$ cat src/rtl/mem_arbiter_pkg.sv
`default_nettype none
// ============================================================================
// Module      : mem_arbiter_pkg
// Description : Shared definitions for the two-master memory arbiter: the
//               default address width and the owner encoding used for the
//               grant, the debug owner output and read-return steering.
// Revision    : 1.0 - initial release
// ============================================================================
package mem_arbiter_pkg;

    localparam int DEFAULT_ADDR_WIDTH = 16;

    typedef logic [1:0] owner_t;

    localparam owner_t OWN_NONE = 2'b00;
    localparam owner_t OWN_A    = 2'b01;
    localparam owner_t OWN_B    = 2'b10;

endpackage

`default_nettype wire

$ cat src/rtl/mem_arbiter_starve_cnt.sv
`default_nettype none
// ============================================================================
// Module      : arb_starve_cnt
// Description : Saturating wait counter for the bulk master. Counts cycles in
//               which B requests but is not granted; saturates at
//               STARVE_LIMIT. Clear takes priority over increment.
// Ports       : clk, rst_n  - clock, async active-low reset
//               i_inc       - B waiting this cycle
//               i_clr       - B granted or not requesting this cycle
//               o_count     - current wait count
// Revision    : 1.0 - initial release
// ============================================================================
module arb_starve_cnt #(
    parameter int STARVE_LIMIT = 8,
    parameter int CNT_WIDTH    = 4
) (
    input  logic                 clk,
    input  logic                 rst_n,
    input  logic                 i_inc,
    input  logic                 i_clr,
    output logic [CNT_WIDTH-1:0] o_count
);

    localparam logic [CNT_WIDTH-1:0] c_limit = CNT_WIDTH'(STARVE_LIMIT);

    logic [CNT_WIDTH-1:0] r_count;

    always_ff @(posedge clk or negedge rst_n) begin
        if (!rst_n) begin
            r_count <= '0;
        end else if (i_clr) begin
            r_count <= '0;
        end else if (i_inc && (r_count != c_limit)) begin
            r_count <= r_count + 1'b1;
        end
    end

    assign o_count = r_count;

endmodule

`default_nettype wire

$ cat src/rtl/mem_arbiter.sv
`default_nettype none
// ============================================================================
// Module      : mem_arbiter
// Description : Shares the single memory port between the CPU (port A) and a
//               bulk master (port B, loader/DMA). Grant is combinational in
//               the request cycle; read data (1-cycle latency) is steered to
//               the master that issued the read. B is forced ahead of A after
//               STARVE_LIMIT consecutive waiting cycles.
// Ports       : clk, rst_n            - clock, async active-low reset
//               boot_hold             - loader owns memory, A never granted
//               a_* / b_*             - master request/grant/read-return ports
//               b_lock                - B keeps ownership while asserted
//               mem_*                 - shared memory port
//               owner                 - debug: this cycle's grant
// Revision    : 1.0 - initial release
// ============================================================================
module mem_arbiter
    import mem_arbiter_pkg::*;
#(
    parameter int ADDR_WIDTH   = DEFAULT_ADDR_WIDTH,
    parameter int STARVE_LIMIT = 8,
    parameter int CNT_WIDTH    = 4
) (
    input  logic                  clk,
    input  logic                  rst_n,
    input  logic                  boot_hold,
    input  logic                  a_req,
    input  logic [ADDR_WIDTH-1:0] a_addr,
    input  logic                  a_wr,
    input  logic                  a_byt,
    input  logic [15:0]           a_wdata,
    output logic                  a_gnt,
    output logic                  a_rvalid,
    output logic [15:0]           a_rdata,
    input  logic                  b_req,
    input  logic [ADDR_WIDTH-1:0] b_addr,
    input  logic                  b_wr,
    input  logic                  b_byt,
    input  logic [15:0]           b_wdata,
    output logic                  b_gnt,
    output logic                  b_rvalid,
    output logic [15:0]           b_rdata,
    input  logic                  b_lock,
    output logic [ADDR_WIDTH-1:0] mem_addr,
    output logic                  mem_wr,
    output logic                  mem_byt,
    output logic [15:0]           mem_wdata,
    input  logic [15:0]           mem_rdata,
    output logic [1:0]            owner
);

    localparam logic [CNT_WIDTH-1:0] c_limit = CNT_WIDTH'(STARVE_LIMIT);

    logic [CNT_WIDTH-1:0]  w_starve_cnt;
    logic                  w_starved;
    owner_t                w_sel;
    logic                  r_locked;
    owner_t                r_rd_owner;
    logic [ADDR_WIDTH-1:0] r_addr_hold;
    logic [15:0]           r_a_rdata;
    logic [15:0]           r_b_rdata;

    arb_starve_cnt #(
        .STARVE_LIMIT (STARVE_LIMIT),
        .CNT_WIDTH    (CNT_WIDTH)
    ) u_starve_cnt (
        .clk     (clk),
        .rst_n   (rst_n),
        .i_inc   (b_req && !b_gnt),
        .i_clr   (b_gnt || !b_req),
        .o_count (w_starve_cnt)
    );

    assign w_starved = (w_starve_cnt == c_limit);

    // Priority decision; every branch that selects a master also requires
    // that master's request, so w_sel is already qualified by req.
    always_comb begin
        w_sel = OWN_NONE;
        if (r_locked && b_req) begin
            w_sel = OWN_B;
        end else if (boot_hold) begin
            w_sel = b_req ? OWN_B : OWN_NONE;
        end else if (b_req && w_starved) begin
            w_sel = OWN_B;
        end else if (a_req) begin
            w_sel = OWN_A;
        end else if (b_req) begin
            w_sel = OWN_B;
        end
    end

    assign a_gnt = (w_sel == OWN_A) && a_req;
    assign b_gnt = (w_sel == OWN_B) && b_req;
    assign owner = w_sel;

    // With no grant the address bus parks on the last issued address so the
    // peripheral decode never sees a spurious select.
    always_comb begin
        mem_addr  = r_addr_hold;
        mem_wr    = 1'b0;
        mem_byt   = 1'b0;
        mem_wdata = 16'h0000;
        if (a_gnt) begin
            mem_addr  = a_addr;
            mem_wr    = a_wr;
            mem_byt   = a_byt;
            mem_wdata = a_wdata;
        end else if (b_gnt) begin
            mem_addr  = b_addr;
            mem_wr    = b_wr;
            mem_byt   = b_byt;
            mem_wdata = b_wdata;
        end
    end

    always_ff @(posedge clk or negedge rst_n) begin
        if (!rst_n) begin
            r_locked    <= 1'b0;
            r_rd_owner  <= OWN_NONE;
            r_addr_hold <= '0;
            r_a_rdata   <= 16'h0000;
            r_b_rdata   <= 16'h0000;
        end else begin
            // Dropping either lock or request releases ownership, even in the
            // cycle that was still granted under the lock.
            if (!b_lock || !b_req) begin
                r_locked <= 1'b0;
            end else if (b_gnt) begin
                r_locked <= 1'b1;
            end

            if (a_gnt && !a_wr) begin
                r_rd_owner <= OWN_A;
            end else if (b_gnt && !b_wr) begin
                r_rd_owner <= OWN_B;
            end else begin
                r_rd_owner <= OWN_NONE;
            end

            if (a_gnt || b_gnt) begin
                r_addr_hold <= mem_addr;
            end

            if (r_rd_owner == OWN_A) begin
                r_a_rdata <= mem_rdata;
            end
            if (r_rd_owner == OWN_B) begin
                r_b_rdata <= mem_rdata;
            end
        end
    end

    // Return data passes straight through in the return cycle and is held
    // afterwards, so each master keeps its last read value.
    assign a_rvalid = (r_rd_owner == OWN_A);
    assign b_rvalid = (r_rd_owner == OWN_B);
    assign a_rdata  = a_rvalid ? mem_rdata : r_a_rdata;
    assign b_rdata  = b_rvalid ? mem_rdata : r_b_rdata;

endmodule

`default_nettype wire

$ cat config.mk
export PLATFORM = sky130hd
export DESIGN_NAME = mem_arbiter
export DESIGN_NICKNAME = d
export VERILOG_FILES = /design/src/rtl/mem_arbiter_pkg.sv /design/src/rtl/mem_arbiter_starve_cnt.sv /design/src/rtl/mem_arbiter.sv
export SDC_FILE = /design/constraint.sdc
export NUM_CORES = 1
export LEC_CHECK = 0
export CAP_MARGIN = 20
export CORE_UTILIZATION = 42
export CTS_CLUSTER_DIAMETER = 40
export CTS_CLUSTER_SIZE = 8
export DETAILED_ROUTE_END_ITERATION = 8
export PLACE_DENSITY = 0.92
export SLEW_MARGIN = 5
export SYNTH_ARGS = -nofsm -noshare
export SYNTH_HDL_FRONTEND = slang
export SYNTH_SLANG_ARGS = --single-unit
$ cat constraint.sdc
create_clock -name clk -period 5.3 [get_ports clk]
set_input_delay 1.59 -clock clk [delete_from_list [all_inputs] [get_ports clk]]
set_output_delay 1.59 -clock clk [all_outputs]
set_load 0.02 [all_outputs]
# Word level (Yosys, flattened, before mapping)
# Index checks and enable logic that the tools add are counted.
# W data, S select, Z words.
[word_totals]
reg_bits = 55
latch_bits = 0
ramBits = 0
mem_bits_ro = 0
input_bits = 90
output_inout_bits = 72
wordCells = 52
mem_count = 0
[op_classes]
add_sub_neg = 1
mul = 0
div_mod_pow = 0
order_cmp = 0
n_eq_ne = 6
shift = 0
mux = 21
n_bitwise = 0
reduce_logical = 18
[op_table]
columns = ["cell", "n"]
rows = [
  ["$mux W16", 6],
  ["$mux W2", 7],
  ["$logic_and A1 B1 Y1", 8],
  ["$mux W4", 2],
  ["$mux W1", 6],
  ["$logic_not A1 Y1", 5],
  ["$add A4 B1 Y4 const B", 1],
  ["$eq A2 B1 Y1 const B", 2],
  ["$eq A2 B2 Y1 const B", 2],
  ["$eq A4 B4 Y1 const B", 1],
  ["$ne A4 B4 Y1 const B", 1],
  ["$reduce_bool A2 Y1", 2],
  ["$logic_or A1 B1 Y1", 3],
]

# Longest topological paths before layout
[depth]
ltp_word = 12
ltp_mapped = 7

# Modules after synthesis
# Synthesis repeated with hierarchy kept, for this count alone.
[unflattened]
hier_cells = 247
hier_area_um2 = 2941.6
[by_module_without_submodules]
columns = ["module", "n_inst", "cells_per_inst", "area_each_um2", "seq_area_each_um2"]
rows = [
  ["mem_arbiter", 1, 224, 2712.6, 1276.2],
  ["arb_starve_cnt", 1, 23, 229.0, 100.1],
]

# Worst setup path after synthesis
# Ideal clock, no wire load.
[synth_path]
path_type = "input port to output port"
startpoint = "input b_req"
endpoint = "output mem_wdata[10]"
arrival_time_ps = 2615
required_ps = 3710
slack_ps = 1095
path_stages = 5
path_buffers = 2
path_cell_list = "buf_4 > inv_2 > o311a_1 > buf_2 > a22o_1"
[synth_via]
elab_cells_between_ends = 13
classes_between = "2 x eq/ne; 7 x mux; 4 x reduce/logical"
[synth_rtl]
columns = ["item", "line", "text"]
rows = [
  ["start: declaration", "mem_arbiter.sv:35", "input logic b_req,"],
  ["$logic_and A1 B1 Y1", "mem_arbiter.sv:84", "end else if (b_req && w_starved) begin"],
  ["$mux W2", "mem_arbiter.sv:84", ""],
  ["$mux W2", "mem_arbiter.sv:82", "end else if (boot_hold) begin"],
  ["$mux W2 (*)", "mem_arbiter.sv:80", "if (r_locked && b_req) begin"],
  ["net owner[0]", "mem_arbiter.sv:49", "output logic [1:0] owner"],
  ["$eq A2 B2 Y1", "mem_arbiter.sv:94", "assign b_gnt = (w_sel == OWN_B) && b_req;"],
  ["$logic_and A1 B1 Y1", "mem_arbiter.sv:94", ""],
  ["$mux W16", "mem_arbiter.sv:109", "end else if (b_gnt) begin"],
  ["$mux W16 (*)", "mem_arbiter.sv:104", "if (a_gnt) begin"],
  ["end: declaration", "mem_arbiter.sv:47", "output logic [15:0] mem_wdata,"],
]
# The timed path passes the listed nets; every way through them passes the cells marked *.

# Worst setup path after layout
[layout_path]
startpoint = "input boot_hold"
endpoint = "output mem_addr[0]"
[layout_via]
elab_chain_len = 6
elab_cells_between_ends = 8
classes_between = "2 x eq/ne; 4 x mux; 2 x reduce/logical"
[layout_lines]
columns = ["item", "line", "text"]
rows = [
  ["start: declaration", "mem_arbiter.sv:26", "input logic boot_hold,"],
  ["$mux W2 (*)", "mem_arbiter.sv:82", ""],
  ["$mux W2 (*)", "mem_arbiter.sv:80", ""],
  ["$eq A2 B2 Y1", "mem_arbiter.sv:94", ""],
  ["$logic_and A1 B1 Y1", "mem_arbiter.sv:94", ""],
  ["$mux W16", "mem_arbiter.sv:109", ""],
  ["$mux W16 (*)", "mem_arbiter.sv:104", ""],
  ["end: declaration", "mem_arbiter.sv:44", "output logic [ADDR_WIDTH-1:0] mem_addr,"],
]
# Every way passes the cells marked *; elsewhere a longest branch is shown, timed or not.

==> metrics.md <==
| Metric | Value |
|---|---|
| Sequential fraction of the synthesis area | 47.0% |
| Placer Congestion | 0.762 |
| Worst Path Required | 3710 ps |
| Vias in the first global route | 2732 |
| CP startpoint kind | primary input |
| Critical Path, Cell by Cell | clkdlybuf4s50_1 > buf_4 > or4bb_1 > o21ai_0 > a221o_1 > clkdlybuf4s50_1 |
| Synth top area share | 47.0% |
| Synth unique cells | 30 |
| Clock Skews | 11.0 ps |
| Clock power share | 19.0% |
| Number of port buffers | 161 |
| WL final | 8980 um |
| Ant. Diodes | 0 |
| Pin count of the biggest net entering global routing | 56 |
| Row count | 30 |
| Setup TNS | 0 ps |
| Maxcap violations | 0 |
| Switching share of total power | 31.7% |
| Sequential power share | 39.3% |
| Least-Margin Pin Slew | 864 ps |
| Final Hold Fails | 0 |
| DRC | 0 |
| Routed Antenna Nets | 0 |
| Core area | 6760 um2 |
| Int Pwr | 0.000881 W |
| Synth Cell Area | 2930 um2 |
| Worst hold path type | register to register |
| CP arrival | 3620 ps |
| Avg Vias per Cell | 5.69 |
| Num ports | 162 |
| Bufs and invs on worst path | 3 |
| CP Class | primary input to output port |
| Area contributors post-synth | dfrtp_1 47%, mux2_2 12%, a221o_1 11%, a22o_1 5.4%, or4bb_1 5.4% |
| Initial antenna violation count | 0 |
| P_sw | 0.000408 W |
| Root Driver | clkbuf_8 |
| Crit path max-delay cell type | clkdlybuf4s50_1 |
| Max incr delay on CP | 590 ps |
| Height of the die | 85.5 um |
| Mapped Avg Cell Area | 12.4 um2 |
| CTS Buffer Depth | 2 |
| Vias | 2708 |
| Peak Freq | 192 MHz |
| Fin. max-slew vios | 0 |
| Outcome | finished, final reports clean |
| Comb pwr share | 41.7% |
| Detailed placement HPWL | 6490 um |
| Setup ws final | 90.6 ps |
| Clock net sink count | 55 |
| Die area | 7320 um2 |
| First-pass GRT wire length | 13600 um |
| Synth Register Bits | 55 |
| Post-CTS setup buffer count | 0 |
| Crit. End Element | output port |
| IR Drop Worst-Case VDD | 108 uV |
| Synth Instances | 236 |
| Clock Latency Late Sink | 310 ps |
| Yosys Warn Count | 0 |
| Critical Path Most Common Cell | clkdlybuf4s50_1 |
| DRT iter0 DRCs | 145 |
| Clk slew on worst S/H paths | 100 ps |
| CTS tree | yes |
| Synth area leader | dfrtp_1 |
| Shortest period the worst path allows | 5210 ps |
| Peak fanout along the critical path | 6 |
| CTS Buf Count | 5 |
| Drt pass-1 iters | 6 |
| Share of cells above drive strength 1 | 15.2% |
| RSZ-0062 raised after global routing | false |
| Initial Utilization | 43.4% |
| Fin cells | 476 |
| Die width | 85.5 um |
| Pleak | 2.08 nW |
| Area Growth Syn to Fin | 62.6% |
| DP Worst Slack | 29.3 ps |
| Wire length per cell | 18.9 um |
| Max transition margin | 42.4% |
| Global route total overflow | 0 |
| P per Cell Area | 270 nW/um2 |
| CTS H-tree depth | 2 |
| Part of the cycle the worst path needs | 98.3% |
| Cells after DPL | 467 |
| Final setup violation count | 0 |
| GRT Util Overall | 23.6% |
| Cts hold-fix bufs | 0 |
| Mapped Nets | 328 |
| Family with the most delay on the worst path | buffers and inverters |
| NumNets Final | 487 |
==> power by group through the flow <==
stage	combinational (W)	sequential (W)	clock, W
detailed placement	0.000538	0.000516	0
global placement	0.000526	0.000509	0
finish	0.000537	0.000507	0.000245
CTS	0.000541	0.000507	0.000250
global route	0.000567	0.000513	0.000266
floorplan	0.000267	0.000507	0
==> metrics by stage <==
step / utilization, % / hold WS [ps] / total power (W) / cell area, um2
after floorplan: - / 559 / 0.000774 / 2930
after global placement: 68.5 / 477 / 0.00103 / 4630
after detailed placement: 68.5 / 483 / 0.00105 / 4630
after CTS: 69.9 / 506 / 0.00130 / 4720
after global routing: 70.5 / 517 / 0.00135 / 4760
final: 70.5 / 505 / 0.00129 / 4760
==> area by class of cell <==
cell class	instances	area, um2
clock buffer	6	82.6
clock inverter	2	16.3
fill	482	1990
timing repair buffer	174	1760
multi-input combinational	154	1410
tap	80	100
sequential	55	1380
inverter	5	18.8
==> state kept, by name, summed over array words and instances (netlist names) <==
signal,cells
r_locked,1
u_starve_cnt.o_count,4
r_addr_hold,16
r_b_rdata,16
r_a_rdata,16
r_rd_owner,2
==> cell usage in the layout, fill, tap and decap left out <==
cell and count:
clkdlybuf4s50_1 147, dfrtp_1 55, a221o_1 32, mux2_2 32, a22o_1 18, nand2b_1 17
or4bb_1 14, dlymetal6s2s_1 13, o21ai_0 11, buf_4 11, clkbuf_8 6, o21ai_1 5
inv_1 4, and3_1 4, nand2_1 2, o311a_1 2, nand4bb_1 2, nor2b_1 2
ha_1 2, buf_12 2, inv_2 1, nor2b_4 1, nand3b_4 1, and3_4 1
a31oi_4 1, a31oi_1 1, nor3_1 1, nand3_1 1, xnor2_1 1, and2_1 1
xor2_1 1, clkinv_4 1, clkinvlp_4 1, and3_2 1, buf_2 1
==> logic make-up after synthesis <==
logic type / count (synthesis) / synth area share [%]
multiplexers: 32 / 12.3
buffers and inverters: 28 / 5.51
XOR/XNOR: 2 / 0.598
AO/OA/AOI/OAI: 70 / 20.4
flip-flops: 55 / 47.0
AND/OR/NAND/NOR: 47 / 13.4
adder cells (fa/ha/maj): 2 / 0.854
==> per-layer routing <==
metal	routed length, um	share of wire (%)	GRT usage (%)	vias to the layer above
met5	0	0	0	-
met4	114	1.3	6.52	0
met3	612	6.8	5.87	12
met2	4650	52	41.9	110
met1	3610	40	28.5	1349
li1	-	-	-	1237
==> path summary, 6_finish.rpt <==
check / from / end / slack (ps) / depth (start not counted)
max: boot_hold / mem_addr[0] / 90 / 6
min: r_a_rdata[1]$_DFF_PN0_ / r_a_rdata[1]$_DFF_PN0_ / 510 / 1
max reg2reg: u_starve_cnt.o_count[0]$_DFFE_PN0P_ / r_addr_hold[2]$_DFFE_PN0P_ / 3570 / 5
min reg2reg: r_a_rdata[1]$_DFF_PN0_ / r_a_rdata[1]$_DFF_PN0_ / 510 / 1
max in group asynchronous: rst_n / r_addr_hold[1]$_DFFE_PN0P_ / 3430 / 2
min in group asynchronous: rst_n / r_b_rdata[0]$_DFF_PN0_ / 1400 / 2
==> synth_stat cells <==
cell type	count
a31oi_2	1
xor2_1	1
o311a_1	2
nand3b_4	1
a221o_1	32
a31oi_1	1
xnor2_1	1
nand2_1	2
buf_2	12
inv_1	4
nand4bb_1	2
nor2b_4	1
o21ai_0	11
clkbuf_1	5
ha_1	2
nor3_1	1
o21ai_1	5
buf_4	1
nand3_1	1
and3_1	4
inv_2	1
and2_1	1
a22o_1	18
or4bb_1	14
nand2b_1	17
buf_6	5
and3_4	1
nor2b_1	2
dfrtp_1	55
mux2_2	32
==> repair_timing <==
action	4_1_cts	5_1_grt
endpoints found under the hold margin	0	0
setup endpoints to repair	0	16
gates resized for setup	0	13
==> worst reg2reg max path: cells and delay by family (launching register included) <==
kind | cells | cell delay [ps]
AND/OR/NAND/NOR | 2 | 490
flip-flops | 1 | 410
AO/OA/AOI/OAI | 1 | 400
adder cells (fa/ha/maj) | 1 | 230
buffers and inverters | 1 | 80
No activity file was read; power rests on OpenSTA's default activity.
